**src/rtl/control_contador.sv**
```systemverilog
// Shared up-counter arbitrated round-robin between two requesters.
// Each job counts 0..L (L latched at grant), pulses done to its owner, then frees the counter.
module control_contador #(
  parameter int unsigned N = 4
) (
  input  logic         clk,
  input  logic         clr,
  input  logic [1:0]   req,
  input  logic [N-1:0] len0,
  input  logic [N-1:0] len1,
  output logic [1:0]   grant,
  output logic [1:0]   done,
  output logic         busy,
  output logic [N-1:0] Q
);

  typedef enum logic [1:0] {
    IDLE = 2'd0,
    RUN  = 2'd1,
    DONE = 2'd2
  } state_t;

  state_t       state;
  logic         ptr;
  logic         owner;
  logic [N-1:0] lim;
  logic         win_c;

  // Single requester wins outright; on a tie the one not served last wins.
  always_comb begin
    win_c = req[1];
    if (req == 2'b11) win_c = ~ptr;
  end

  always_ff @(posedge clk or posedge clr) begin
    if (clr) begin
      state <= IDLE;
      ptr   <= 1'b1;
      owner <= 1'b0;
      lim   <= '0;
      grant <= 2'b00;
      done  <= 2'b00;
      busy  <= 1'b0;
      Q     <= '0;
    end else begin
      case (state)
        IDLE: begin
          done <= 2'b00;
          Q    <= '0;
          if (req != 2'b00) begin
            state <= RUN;
            owner <= win_c;
            lim   <= win_c ? len1 : len0;
            grant <= win_c ? 2'b10 : 2'b01;
            busy  <= 1'b1;
          end else begin
            grant <= 2'b00;
            busy  <= 1'b0;
          end
        end

        RUN: begin
          // Owner withdrawing its request aborts the job silently.
          if (!req[owner]) begin
            state <= IDLE;
            ptr   <= owner;
            grant <= 2'b00;
            busy  <= 1'b0;
            Q     <= '0;
          end else if (Q == lim) begin
            state <= DONE;
            done  <= grant;
          end else begin
            Q <= Q + N'(1);
          end
        end

        DONE: begin
          state <= IDLE;
          ptr   <= owner;
          done  <= 2'b00;
          grant <= 2'b00;
          busy  <= 1'b0;
          Q     <= '0;
        end

        default: begin
          state <= IDLE;
          done  <= 2'b00;
          grant <= 2'b00;
          busy  <= 1'b0;
          Q     <= '0;
        end
      endcase
    end
  end

endmodule

```
**config.mk**
```make
export PLATFORM = sky130hd
export DESIGN_NAME = control_contador
export DESIGN_NICKNAME = d
export VERILOG_FILES = /design/src/rtl/control_contador.sv
export SDC_FILE = /design/constraint.sdc
export NUM_CORES = 1
export LEC_CHECK = 0
export CAP_MARGIN = 20
export CORE_UTILIZATION = 46
export DETAILED_ROUTE_END_ITERATION = 7
export PLACE_DENSITY = 0.76
export SYNTH_ARGS = -nofsm -noshare
export SYNTH_HDL_FRONTEND = slang
export SYNTH_SLANG_ARGS = --single-unit
```
**constraint.sdc**
```tcl
create_clock -name clk -period 1.5 [get_ports clk]
set_input_delay 0.225 -clock clk [delete_from_list [all_inputs] [get_ports clk]]
set_output_delay 0.225 -clock clk [all_outputs]
set_load 0.02 [all_outputs]
```
==> flow_summary.yaml <==
timing:
  timing.fmax_ghz: 0.6645
  worst_pin_slew_ps: 345.1
  fin_crit_sh_pct: 100.3
  fin_skew_ps: 4.775
  slew_headroom_pct: 76.94
  fin_ws_ps: -4.832
  finalHoldViolations: 0
  setup_viol: 2
  rsz0062_at_grt: "true"
  finalCriticalPeriod_ps: 1505
  slew_violations: 0
critical_path:
  path_max_fanout: 5
  cp-end-kind: "flip-flop"
  rrSetupSlack_ps: -5
  crit_chain: "xor2_2, nor4_4, buf_6, a21oi_1, a41o_1"
  cpPeakStageDelay_ps: 450
  path_buf_inv: 1
  critical_path_class: "reg -> reg"
  crit_slowest_cell: "dfrtp_1"
  required_ps: 1680
  crit_path_start_kind: "flip-flop"
  critPathArrivalTime_ps: 1690
  cp_top_family: "flip-flops"
floorplanning:
  fp.dieH_um: 44.24
  fp-row-count: 14
  initial_core_util_pct: 51.49
  ios: 21
  core_um2: 1594
  dieArea_um2: 1957
  die_w_um: 44.24
job:
  maxCapViolations: 0
global_route:
  grt_remaining_overflow: 0
  grt_max_degree: 18
  grt_pass1_wl_um: 2911
  grt_usage_pct: 20.74
  first_global_vias: 677
  antenna_found_initial: 0
placement:
  dp.cells: 128
  dp_hpwl_um: 1237
  place_congestion: 0.7645
  portBuffers: 20
  pre_cts_slack_ps: -41.99
outcome:
  failed_checks: "setup timing"
  run_status: "finished with violations"
power_and_ir_drop:
  powerDensity_nw_per_um2: 1664
  power.total_uw: 1986
  power.leakage_uw: 0.0006398
  ir_worst_vdd_mv: 1.119
routing:
  wirelength_um: 1758
  drt_iter0_drc: 13
  drc: 0
  via_per_inst: 5.281
  first_pass_iters: 6
  wire_per_inst_um: 13.02
  via_count: 713
  ant_nets: 0
final_layout:
  final_util_pct: 74.88
  syn_to_final_growth_pct: 45.43
  final_cells: 135
  n_fill_cell: 112
  nets: 125
  insertedDiodeCount: 0
  drive_gt1_share_pct: 24.32
worst_hold_path:
  hold_class: "in -> async"
clock_network:
  clk_latency_ps: 280
  cts_root_buf: "clkbuf_4"
  cts_tree: "yes"
  cts-htree-levels: 1
  clockBufferDepth: 2
  numCtsBuffers: 3
  path_clk_slew_ps: 100
  hold_buffers: 0
  cts.sinks: 17
yosys:
  synth_edf_count: 0
  synth_warnings: 0
  async_flop_share_pct: 100.0
  synth_area_um2: 820.8
  ys_ff_latch: 17
  synth-main-ff-cell: "dfrtp_1"
  yosys.cell_types.count: 24
  netlist_instances: 76
  synth_area_per_cell_um2: 10.80
  seq_area_frac_synth_pct: 51.98
  synthesis.nets: 89
==> worst min-delay path, delay by kind of cell <==
kind                   cells  cell delay, ps
buffers and inverters      3             680
==> layout by cell type, fill, tap and decap left out, drive strengths merged, types with 3 or more instances in the layout <==
cell            n
a21oi           5
and2            3
buf            13
clkbuf          3
clkdlybuf4s50  11
dfrtp          16
dlygate4sd2     6
dlymetal6s2s    3
inv             3
mux2i           5
nand2          10
nor2            3
o21ai           9
xor2            5
==> through the flow <==
step	hold slack, ps	instance area, µm²	setup TNS, ps
after floorplan	150.3	822.0	0
after detailed placement	464.2	1112	-44.87
after CTS	241.5	1144	0
final	238.2	1194	-5.600
after global routing	242.5	1194	-239.4
after global placement	457.4	1112	0
==> synth_stat cells (all sizes together), types with 3 or more instances <==
cell	instances	area [µm²]
nor2	3	11.26
nand2	10	37.54
and2	3	20.02
xor2	5	43.79
a21oi	5	25.02
dfrtp	16	400.4
mux2i	5	50.05
o21ai	9	45.04
inv	3	11.26
==> layout make-up <==
class	instances	area, µm²	area share, %
sequential	17	427.9	35.85
multi-input combinational	54	397.9	33.33
timing repair buffer	33	299.0	25.05
tap	24	30.03	2.516
clock buffer	3	22.52	1.887
inverter	3	11.26	0.9434
clock inverter	1	5.005	0.4193
==> flip-flops by register name, summed over array words and instances (netlist names) <==
name and flops:
busy 1, ptr 1, done 2, state 2, grant 2, Q 4
owner 1, lim 4
==> path summary, 6_finish.rpt <==
path | from | endpoint | cells past startpoint
min in group clk | busy | busy | 2
max in group asynchronous | clr | ptr | 3
worst max-delay path | Q[0] | done[1] | 5
worst min-delay path | clr | Q[1] | 3
worst max register to register | Q[0] | done[1] | 5
worst min register to register | busy | busy | 2
==> per-layer routing <==
metal / track usage, % / up-vias / share of wire, %
li1: - / 328 / -
met1: 25.99 / 353 / 42
met2: 33.53 / 28 / 49
met3: 5.306 / 4 / 6.2
met4: 9.697 / 0 / 2.2
met5: 0 / - / 0
==> power breakdown <==
| group | total [µW] | internal [µW] | switching, µW |
|---|---|---|---|
| clock network | 240 | 98.9 | 141 |
| logic | 965 | 466 | 499 |
| registers | 782 | 633 | 149 |
| total | 1990 | 1200 | 789 |
==> logic make-up (layout without fill, tap and decap cells) <==
logic type	count (synthesis)	after routing	synth area share (%)
xor gates and xnor gates	5	5	5.335
muxes	7	7	9.298
and+or+nand+nor	22	22	14.48
AOI/OAI and AO/OA	19	19	14.18
adders and majority gates	1	1	1.524
buffers and inverters	5	40	3.201
DFF	17	17	51.98
==> timing repair <==
item                       in CTS  in global routing
resized for setup               7                  7
pin swaps                       0                  4
gates cloned                    0                  1
setup endpoints to repair       9                  8
buffers inserted                1                  1
Power figures use the tool's default switching activity.
